### src/rtl/ps2_key_state_decoder_if.sv
// Byte-in / key-event-out bundle between PS2_Controller, the scancode decoder and
// MasterFSM. The master side drives the received byte; the slave side reports key state.
interface ps2_key_state_decoder_if #(
    parameter int NUM_KEYS = 29
);
    logic [7:0]          recievedData;
    logic                recievedNewData;
    logic                clearKeys;
    logic [NUM_KEYS-1:0] keyState;
    logic                keyPressPulse;
    logic                keyReleasePulse;
    logic [4:0]          keyIndex;
    logic                anyKeyHeld;
    logic                prefixTimeout;

    modport master (
        output recievedData, recievedNewData, clearKeys,
        input  keyState, keyPressPulse, keyReleasePulse, keyIndex, anyKeyHeld, prefixTimeout
    );

    modport slave (
        input  recievedData, recievedNewData, clearKeys,
        output keyState, keyPressPulse, keyReleasePulse, keyIndex, anyKeyHeld, prefixTimeout
    );
endinterface

### src/rtl/ps2_key_state_decoder.sv
// PS/2 Set-2 scancode decoder: tracks F0/E0 prefixes, the held-key vector and press/release
// pulses on CLOCK_50. Define PS2_TYPEMATIC_PRESS_EN to re-pulse on typematic repeats.
module ps2_key_state_decoder #(
    parameter int NUM_KEYS       = 29,
    parameter int TIMEOUT_CYCLES = 2500000,
    parameter int TIMEOUT_W      = 22
) (
    input logic CLOCK_50,
    input logic resetn,
    ps2_key_state_decoder_if.slave bus
);

    typedef enum logic [1:0] {IDLE, BREAK, EXT, EXT_BREAK} state_t;

    state_t                state, stateNext;
    logic [TIMEOUT_W-1:0]  toCount, toCountNext;
    logic [NUM_KEYS-1:0]   keys_p0, keysNext;
    logic                  press_p0, pressNext;
    logic                  release_p0, releaseNext;
    logic                  timeout_p0, timeoutNext;
    logic [4:0]            idx_p0, idxNext;
    logic                  anyHeld_p1;
    logic [5:0]            hit;
    logic                  codeMapped;
    logic [4:0]            codeIdx;

    // Returns {mapped, index} for a make code.
    function automatic logic [5:0] mapCode(input logic [7:0] code);
        case (code)
            8'h0E: return {1'b1, 5'd0};
            8'h16: return {1'b1, 5'd1};
            8'h1E: return {1'b1, 5'd2};
            8'h26: return {1'b1, 5'd3};
            8'h25: return {1'b1, 5'd4};
            8'h2E: return {1'b1, 5'd5};
            8'h36: return {1'b1, 5'd6};
            8'h3D: return {1'b1, 5'd7};
            8'h3E: return {1'b1, 5'd8};
            8'h46: return {1'b1, 5'd9};
            8'h45: return {1'b1, 5'd10};
            8'h4E: return {1'b1, 5'd11};
            8'h55: return {1'b1, 5'd12};
            8'h66: return {1'b1, 5'd13};
            8'h0D: return {1'b1, 5'd14};
            8'h15: return {1'b1, 5'd15};
            8'h1D: return {1'b1, 5'd16};
            8'h24: return {1'b1, 5'd17};
            8'h2D: return {1'b1, 5'd18};
            8'h2C: return {1'b1, 5'd19};
            8'h35: return {1'b1, 5'd20};
            8'h3C: return {1'b1, 5'd21};
            8'h43: return {1'b1, 5'd22};
            8'h44: return {1'b1, 5'd23};
            8'h4D: return {1'b1, 5'd24};
            8'h54: return {1'b1, 5'd25};
            8'h5B: return {1'b1, 5'd26};
            8'h5D: return {1'b1, 5'd27};
            8'h29: return {1'b1, 5'd28};
            default: return 6'd0;
        endcase
    endfunction

    assign hit        = mapCode(bus.recievedData);
    assign codeMapped = hit[5];
    assign codeIdx    = hit[4:0];

    always_comb begin
        stateNext   = state;
        toCountNext = toCount;
        keysNext    = keys_p0;
        pressNext   = 1'b0;
        releaseNext = 1'b0;
        timeoutNext = 1'b0;
        idxNext     = idx_p0;

        // clearKeys outranks a coincident strobe; keyIndex deliberately keeps its value
        if (bus.clearKeys) begin
            keysNext    = '0;
            stateNext   = IDLE;
            toCountNext = '0;
        end else if (bus.recievedNewData) begin
            toCountNext = '0;
            case (state)
                IDLE: begin
                    if (bus.recievedData == 8'hF0) begin
                        stateNext = BREAK;
                    end else if (bus.recievedData == 8'hE0) begin
                        stateNext = EXT;
                    end else if (codeMapped) begin
                        keysNext[codeIdx] = 1'b1;
`ifdef PS2_TYPEMATIC_PRESS_EN
                        pressNext = 1'b1;
                        idxNext   = codeIdx;
`else
                        if (!keys_p0[codeIdx]) begin
                            pressNext = 1'b1;
                            idxNext   = codeIdx;
                        end
`endif
                    end
                end
                BREAK: begin
                    stateNext = IDLE;
                    if (codeMapped) begin
                        keysNext[codeIdx] = 1'b0;
                        if (keys_p0[codeIdx]) begin
                            releaseNext = 1'b1;
                            idxNext     = codeIdx;
                        end
                    end
                end
                EXT:       stateNext = (bus.recievedData == 8'hF0) ? EXT_BREAK : IDLE;
                EXT_BREAK: stateNext = IDLE;
                default:   stateNext = IDLE;
            endcase
        end else if (state != IDLE) begin
            if (toCount == TIMEOUT_W'(TIMEOUT_CYCLES - 1)) begin
                stateNext   = IDLE;
                timeoutNext = 1'b1;
                toCountNext = '0;
            end else begin
                toCountNext = toCount + TIMEOUT_W'(1);
            end
        end else begin
            toCountNext = '0;
        end
    end

    // Stage p0: decoded key state, pulses and FSM register
    always_ff @(posedge CLOCK_50 or negedge resetn) begin
        if (!resetn) begin
            state      <= IDLE;
            toCount    <= '0;
            keys_p0    <= '0;
            press_p0   <= 1'b0;
            release_p0 <= 1'b0;
            timeout_p0 <= 1'b0;
            idx_p0     <= 5'd0;
        end else begin
            state      <= stateNext;
            toCount    <= toCountNext;
            keys_p0    <= keysNext;
            press_p0   <= pressNext;
            release_p0 <= releaseNext;
            timeout_p0 <= timeoutNext;
            idx_p0     <= idxNext;
        end
    end

    // Stage p1: held-key summary trails keyState by one cycle
    always_ff @(posedge CLOCK_50 or negedge resetn) begin
        if (!resetn) begin
            anyHeld_p1 <= 1'b0;
        end else begin
            anyHeld_p1 <= |keys_p0;
        end
    end

    assign bus.keyState        = keys_p0;
    assign bus.keyPressPulse   = press_p0;
    assign bus.keyReleasePulse = release_p0;
    assign bus.keyIndex        = idx_p0;
    assign bus.anyKeyHeld      = anyHeld_p1;
    assign bus.prefixTimeout   = timeout_p0;

endmodule

### src/flat_wrapper.sv
// flat-port wrapper written by rule: the top's interface ports become plain ports
module ps2_key_state_decoder_flat 
#(
    parameter int NUM_KEYS       = 29,
    parameter int TIMEOUT_CYCLES = 2500000,
    parameter int TIMEOUT_W      = 22
)
  (CLOCK_50, resetn, bus_recievedData, bus_recievedNewData, bus_clearKeys, bus_keyState, bus_keyPressPulse, bus_keyReleasePulse, bus_keyIndex, bus_anyKeyHeld, bus_prefixTimeout);
  ps2_key_state_decoder_if #(.NUM_KEYS(NUM_KEYS)) bus_i ();
  input logic CLOCK_50;
  input logic resetn;
  input wire logic [$bits(bus_i.recievedData)-1:0] bus_recievedData;
  input wire logic [$bits(bus_i.recievedNewData)-1:0] bus_recievedNewData;
  input wire logic [$bits(bus_i.clearKeys)-1:0] bus_clearKeys;
  output wire logic [$bits(bus_i.keyState)-1:0] bus_keyState;
  output wire logic [$bits(bus_i.keyPressPulse)-1:0] bus_keyPressPulse;
  output wire logic [$bits(bus_i.keyReleasePulse)-1:0] bus_keyReleasePulse;
  output wire logic [$bits(bus_i.keyIndex)-1:0] bus_keyIndex;
  output wire logic [$bits(bus_i.anyKeyHeld)-1:0] bus_anyKeyHeld;
  output wire logic [$bits(bus_i.prefixTimeout)-1:0] bus_prefixTimeout;
  assign bus_i.recievedData = bus_recievedData;
  assign bus_i.recievedNewData = bus_recievedNewData;
  assign bus_i.clearKeys = bus_clearKeys;
  assign bus_keyState = bus_i.keyState;
  assign bus_keyPressPulse = bus_i.keyPressPulse;
  assign bus_keyReleasePulse = bus_i.keyReleasePulse;
  assign bus_keyIndex = bus_i.keyIndex;
  assign bus_anyKeyHeld = bus_i.anyKeyHeld;
  assign bus_prefixTimeout = bus_i.prefixTimeout;
  ps2_key_state_decoder #(.NUM_KEYS(NUM_KEYS), .TIMEOUT_CYCLES(TIMEOUT_CYCLES), .TIMEOUT_W(TIMEOUT_W)) u_core (.CLOCK_50(CLOCK_50), .resetn(resetn), .bus(bus_i));
endmodule
### config.mk
export PLATFORM = sky130hd
export DESIGN_NAME = ps2_key_state_decoder_flat
export DESIGN_NICKNAME = d
export VERILOG_FILES = /design/src/rtl/ps2_key_state_decoder_if.sv /design/src/rtl/ps2_key_state_decoder.sv /design/src/flat_wrapper.sv
export SDC_FILE = /design/constraint.sdc
export NUM_CORES = 1
export LEC_CHECK = 0
export CAP_MARGIN = 20
export CORE_MARGIN = 10
export CORE_UTILIZATION = 57
export DETAILED_ROUTE_END_ITERATION = 6
export GPL_TIMING_DRIVEN = 0
export PLACE_DENSITY = 0.81
export SLEW_MARGIN = 20
export SYNTH_ARGS = -nofsm -noshare
export SYNTH_HDL_FRONTEND = slang
export SYNTH_SLANG_ARGS = --single-unit
### constraint.sdc
create_clock -name CLOCK_50 -period 2.4 [get_ports CLOCK_50]
set_clock_uncertainty 0.1 [all_clocks]
set_input_delay 0.36 -clock CLOCK_50 [delete_from_list [all_inputs] [get_ports CLOCK_50]]
set_output_delay 0.36 -clock CLOCK_50 [all_outputs]
set_load 0.01 [all_outputs]
# Word-level counts from Yosys, hierarchy flattened
# Memories as Yosys holds them, arrays and structs flattened.
# Cells that the tools add are included.
[word_totals]
n_memories = 1
register_bits = 62
mem_bits_ro = 768
elab_cells = 93
output_inout_bits = 38
[classes]
muxes = 47
order_cmp = 2
add_sub_neg = 1
n_eq_ne = 17
reduce_logical = 13
bitwise = 4
[memory_table]
columns = ["name", "depth", "word_bits", "read_ports", "rd_clocked_by_memory_dff", "wr", "line_no", "text"]
rows = [
  ["(no name shown)", 128, 6, 1, 0, 0, "ps2_key_state_decoder.sv:29", "case (code)"],
]
[op_table]
columns = ["op", "n"]
rows = [
  ["29-bit 2-to-1 mux", 6],
  ["22-bit 2-to-1 mux", 4],
  ["29-bit case mux with 2 select lines", 1],
  ["5-bit 2-to-1 mux", 6],
  ["29-bit AND", 1],
  ["29-bit inverter", 1],
  ["29-bit bitwise OR", 1],
  ["29-bit OR reduction", 1],
  ["22-bit by 1-bit adder with 22-bit output (second input constant)", 1],
  ["22-bit == test (second input constant)", 1],
  ["1-bit 2-to-1 mux", 18],
  ["8-bit == test (second input constant)", 2],
  ["2-bit 2-to-1 mux", 7],
  ["5-bit case mux with 2 select lines", 1],
  ["9-bit AND reduction", 1],
  ["3-bit nonzero test", 3],
  ["5-bit by 6-bit < comparator with 1-bit output (second input constant)", 1],
  ["6-bit 2-to-1 mux", 1],
  ["2-bit by 1-bit != test with 1-bit output (second input constant)", 3],
  ["2-bit != test (second input constant)", 3],
  ["3-bit by 2-bit != test with 1-bit output (second input constant)", 2],
  ["3-bit != test (second input constant)", 2],
  ["2-bit case mux with 3 select lines", 1],
  ["6-bit AND reduction", 1],
  ["other kinds (12)", 15],
]

# Logic depth before layout (Yosys ltp)
# An unclocked memory read counts as a cell.
[depth]
ltp_word = 13
ltp_mapped = 14
ltp_nobuf = 12

# Worst setup path after synthesis
# No wires, ideal clock.
[synth_path]
path_kind = "in2reg"
from = "in bus_recievedData[1]"
to = "reg u_core.idx_p0[0] (netlist: u_core.bus.keyIndex[0])"
required_time_ps = 2175
slack_ps = -945
cell_stages = 14
arrival_time_ps = 3120
setup_time_ps = 125
path_cell_list = "inv_1 ha_1 buf_2 and3b_1 o21bai_1 a311o_1 and3_1 clkbuf_1 nor3_1 a211o_1 o311ai_2 a211oi_2 mux2_4 mux2_4"
[synth_between]
elab_chain_len = 7
word_cells_on_any_way = 20
cone_classes = "eq/ne: 8; mux: 10; reduce/logical: 1; memory: 1"
[synth_lines]
columns = ["item", "line_no", "text"]
rows = [
  ["from (decl)", "flat_wrapper.sv:12", "input wire logic [$bits(bus_i.recievedData)-1:0] bus_recievedData;"],
  ["parallel branches: the longest is 7 deep, another holds memory 128 x 6 bit", "-", ""],
  ["to (signal assigned)", "ps2_key_state_decoder.sv:146", "idx_p0 <= idxNext;"],
  ["to (decl)", "ps2_key_state_decoder.sv:21", "logic [4:0] idx_p0, idxNext;"],
]
# Parallel ways; which one is timed is not known. The select of a mux whose other input is x is not followed.
# A chain may end at the register's enable or synchronous reset.

# Worst setup path after layout
[layout_path]
from = "in bus_recievedData[1]"
to = "reg u_core.idx_p0[1] (netlist: u_core.bus.keyIndex[1])"
# Same word-level chain as after synthesis.

==> results.ini <==
[timing]
tightest_slew_ns=0.662
finalMaxSlewViolations=0
final_hold_viol_count=0
fin_crit_sh_pct=142
report.final.setup_viol=36
slew-limit-headroom_pct=55.9
period_minus_slack_ns=3.41
setup_ws_ns=-1.01
max_freq_mhz=293
rsz0062_at_grt=yes

[global_route]
grt_pass1_vias=4394
grt_max_degree=46
grt_first_pass_wirelength_microns=22300
antenna_found_initial=0
grt_overflow=0
grtUsageTotal_pct=24.0

[yosys]
synth.top_cell.area_share_pct=37.3
ys.warnings.count=0
synth_edf_count=0
synth_compound_area_share_pct=16.0
post_synth.cell_area_avg_sq_um=8.51
synth_xor_xnor_area_share_pct=4.21
async_flop_share_pct=100
synth_common_cells=68 x nor2_1, 62 x dfrtp_1, 50 x nand2_1, 32 x a21oi_1, 25 x nand3_1
yosysSeqAreaShare_pct=37.3
synth_top_family_by_area=simple AND/OR/NAND/NOR gates
ys_types=69
synthCells=489
yosysTopAreaCell=dfrtp_1
yosysMostFrequentCell=nor2_1
syn_nets=507
synthMuxAreaShare_pct=6.71
synth_flop_cell=dfrtp_1
synth_adder_area_share_pct=1.81
syn_area_sq_um=4160
synth_area_leaders=dfrtp_1 37%, nor2_1 6.1%, nand2_1 4.5%
ys_seq_elements=62
yosys.area_share.simple_pct=29.0

[worst_setup_path]
critical_path.cell_chain=buf_12 -> clkinvlp_4 -> ha_4 -> nand4bb_1 -> a31oi_4 -> buf_4 -> a211oi_4 -> buf_4 -> o21ai_0 -> and3_1 -> a211o_1 -> o311ai_2 -> a211oi_2 -> mux2_4 -> mux2_4
crit_path_max_fanout=5
critPathKind=input port to flip-flop
start_kind=input port
crit_slowest_cell=mux2_4
cp_top_family=compound AO/OA/AOI/OAI gates
worstPathArrival_ns=3.55
critPathBufInv=4
cpPeakStageDelay_ns=0.40
crit_required_ns=2.54
end_kind=flip-flop

[hold_path]
hp-class=input port to async pin

[power_and_ir_drop]
leakage_nw=2.46
power.switching_mw=0.804
total_power_mw=2.87
switching_share_pct=28.0
intPower_mw=2.07
clockPowerShare_pct=41.5
seqPwrFrac_pct=37.4
ir_worst_vdd_mv=0.534
power_density_nw_per_um2=460
pwr-share-comb_pct=21.1

[clock_tree]
insertion_delay_ns=0.35
htree_levels=3
clock-sinks=62
cts-root-buf=clkbuf_8
path_clk_slew_ns=0.08
cts_buffer_depth=2
numCtsBuffers=9
cts_tree=yes

[route]
drtIter0Drc=576
ant_nets=0
post_drt_via_cell_ratio=6.97
drt_pass1_iterations=7
routed_wl_microns=16500
wl_per_cell_microns=23.6
num_vias=4884
drc_errors=1

[placed_design]
hpwlAfterDp_microns=8770
place_congestion=0.936
port_buffers=47
place_ws_ns=-2.17

[floorplan]
die_h_microns=105
coreArea_sq_um=7180
design.die.area_sq_um=11100
rows=31
die_x_microns=105
initial_utilization_pct=58.0
ios=50

[final_layout]
diodes=0
final_util_pct=87.0
seqCellArea_sq_um=1550
multi_input_comb_area_sq_um=3010
layout.nets=615
drive_above_1_share_pct=34.6
syn2layout_area_growth_pct=50.1
fill_cells=341

[job]
drv_cap=0

[status]
outcome=complete, but fails checks
failed_checks=design-rule violations, negative setup slack

stage by stage:
step	setup TNS (ns)	std cells	instance area [sq um]	hold slack, ns
final	-14.66	701	6240	0.314
after global routing	-14.68	701	6240	0.328
after CTS	-7.34	683	5780	0.320
after detailed placement	-54.37	636	4990	0.149
after global placement	-118.94	635	4970	0.398
after floorplan	-6.30	489	4380	-0.0356
cells in the final DEF, fill, tap and decap left out, types with 11 or more instances in the layout:
master	n
nor3_1	11
buf_6	26
o21ai_1	13
a21oi_2	11
dfrtp_1	62
mux2i_1	14
buf_4	34
nand2_1	39
a21oi_1	20
clkdlybuf4s50_1	40
nor2_4	12
nor2_1	46
nand3_1	22
xor2_1	13
state kept, by name (all words and copies together) (netlist names):
name                        count
u_core.bus.keyState            29
u_core.toCount                 22
u_core.bus.keyIndex             5
u_core.state                    2
u_core.bus.anyKeyHeld           1
u_core.bus.keyPressPulse        1
u_core.bus.keyReleasePulse      1
u_core.bus.prefixTimeout        1
logic make-up (layout without fill, tap and decap cells):
family                     Yosys count  after routing
and+or+nand+nor                    238            238
AOI/OAI and AO/OA                   99             99
DFF                                 62             62
buffers and inverters               40            153
muxes                               24             24
xor gates and xnor gates            20             20
adders and majority gates            6              6
timing repair:
action,in CTS,in global routing
endpoints found under the hold margin,17,0
pin swaps,38,54
setup endpoints to repair,36,38
hold buffers,1,0
setup buffers,29,19
resized for setup,98,87
gates cloned,2,1
metal layers:
layer  GRT usage (%)  vias up  share of wire [%]
met2            40.0      429                 46
met3            4.20      149                 11
met4            10.4        0                7.5
met5               0        -                  0
met1            30.0     2324                 35
li1                -     1982                  -
power groups by stage:
stage	Sequential [mW]	Clock, mW	Combinational [mW]
after global routing	1.07	1.24	0.624
after floorplan	1.10	0	0.239
after global placement	1.09	0	0.384
after detailed placement	1.09	0	0.394
after CTS	1.07	1.19	0.487
final	1.07	1.19	0.606
path summary, 6_finish.rpt:
check	start	endpoint	slack, ns	cells past startpoint
max reg2reg	u_core.bus.keyState[15]	u_core.bus.keyIndex[1]	-0.03	7
min in group CLOCK_50	u_core.toCount[0]	u_core.toCount[0]	0.42	1
min reg2reg	u_core.toCount[0]	u_core.toCount[0]	0.42	1
max	bus_recievedData[1]	u_core.bus.keyIndex[1]	-1.01	15
min	resetn	u_core.bus.keyIndex[3]	0.31	2
max in group asynchronous	resetn	u_core.toCount[9]	1.38	3
worst reg2reg max path, delay by kind of cell (launching register included):
kind / cells / cell delay [ns]
AND/OR/NAND/NOR: 2 / 0.37
flip-flops: 1 / 0.44
AO/OA/AOI/OAI: 3 / 0.70
multiplexers: 2 / 0.71
final cells by class:
class                   count  area share [%]
inverters                  10           0.742
flip-flops and latches     62            24.9
repair buffers             99            15.6
clock inverters             6            1.86
plain buffers              28            4.49
multi-input cells         387            48.2
clock buffers              10            2.21
well taps                  99            1.98
Power figures use the tool's default switching activity.
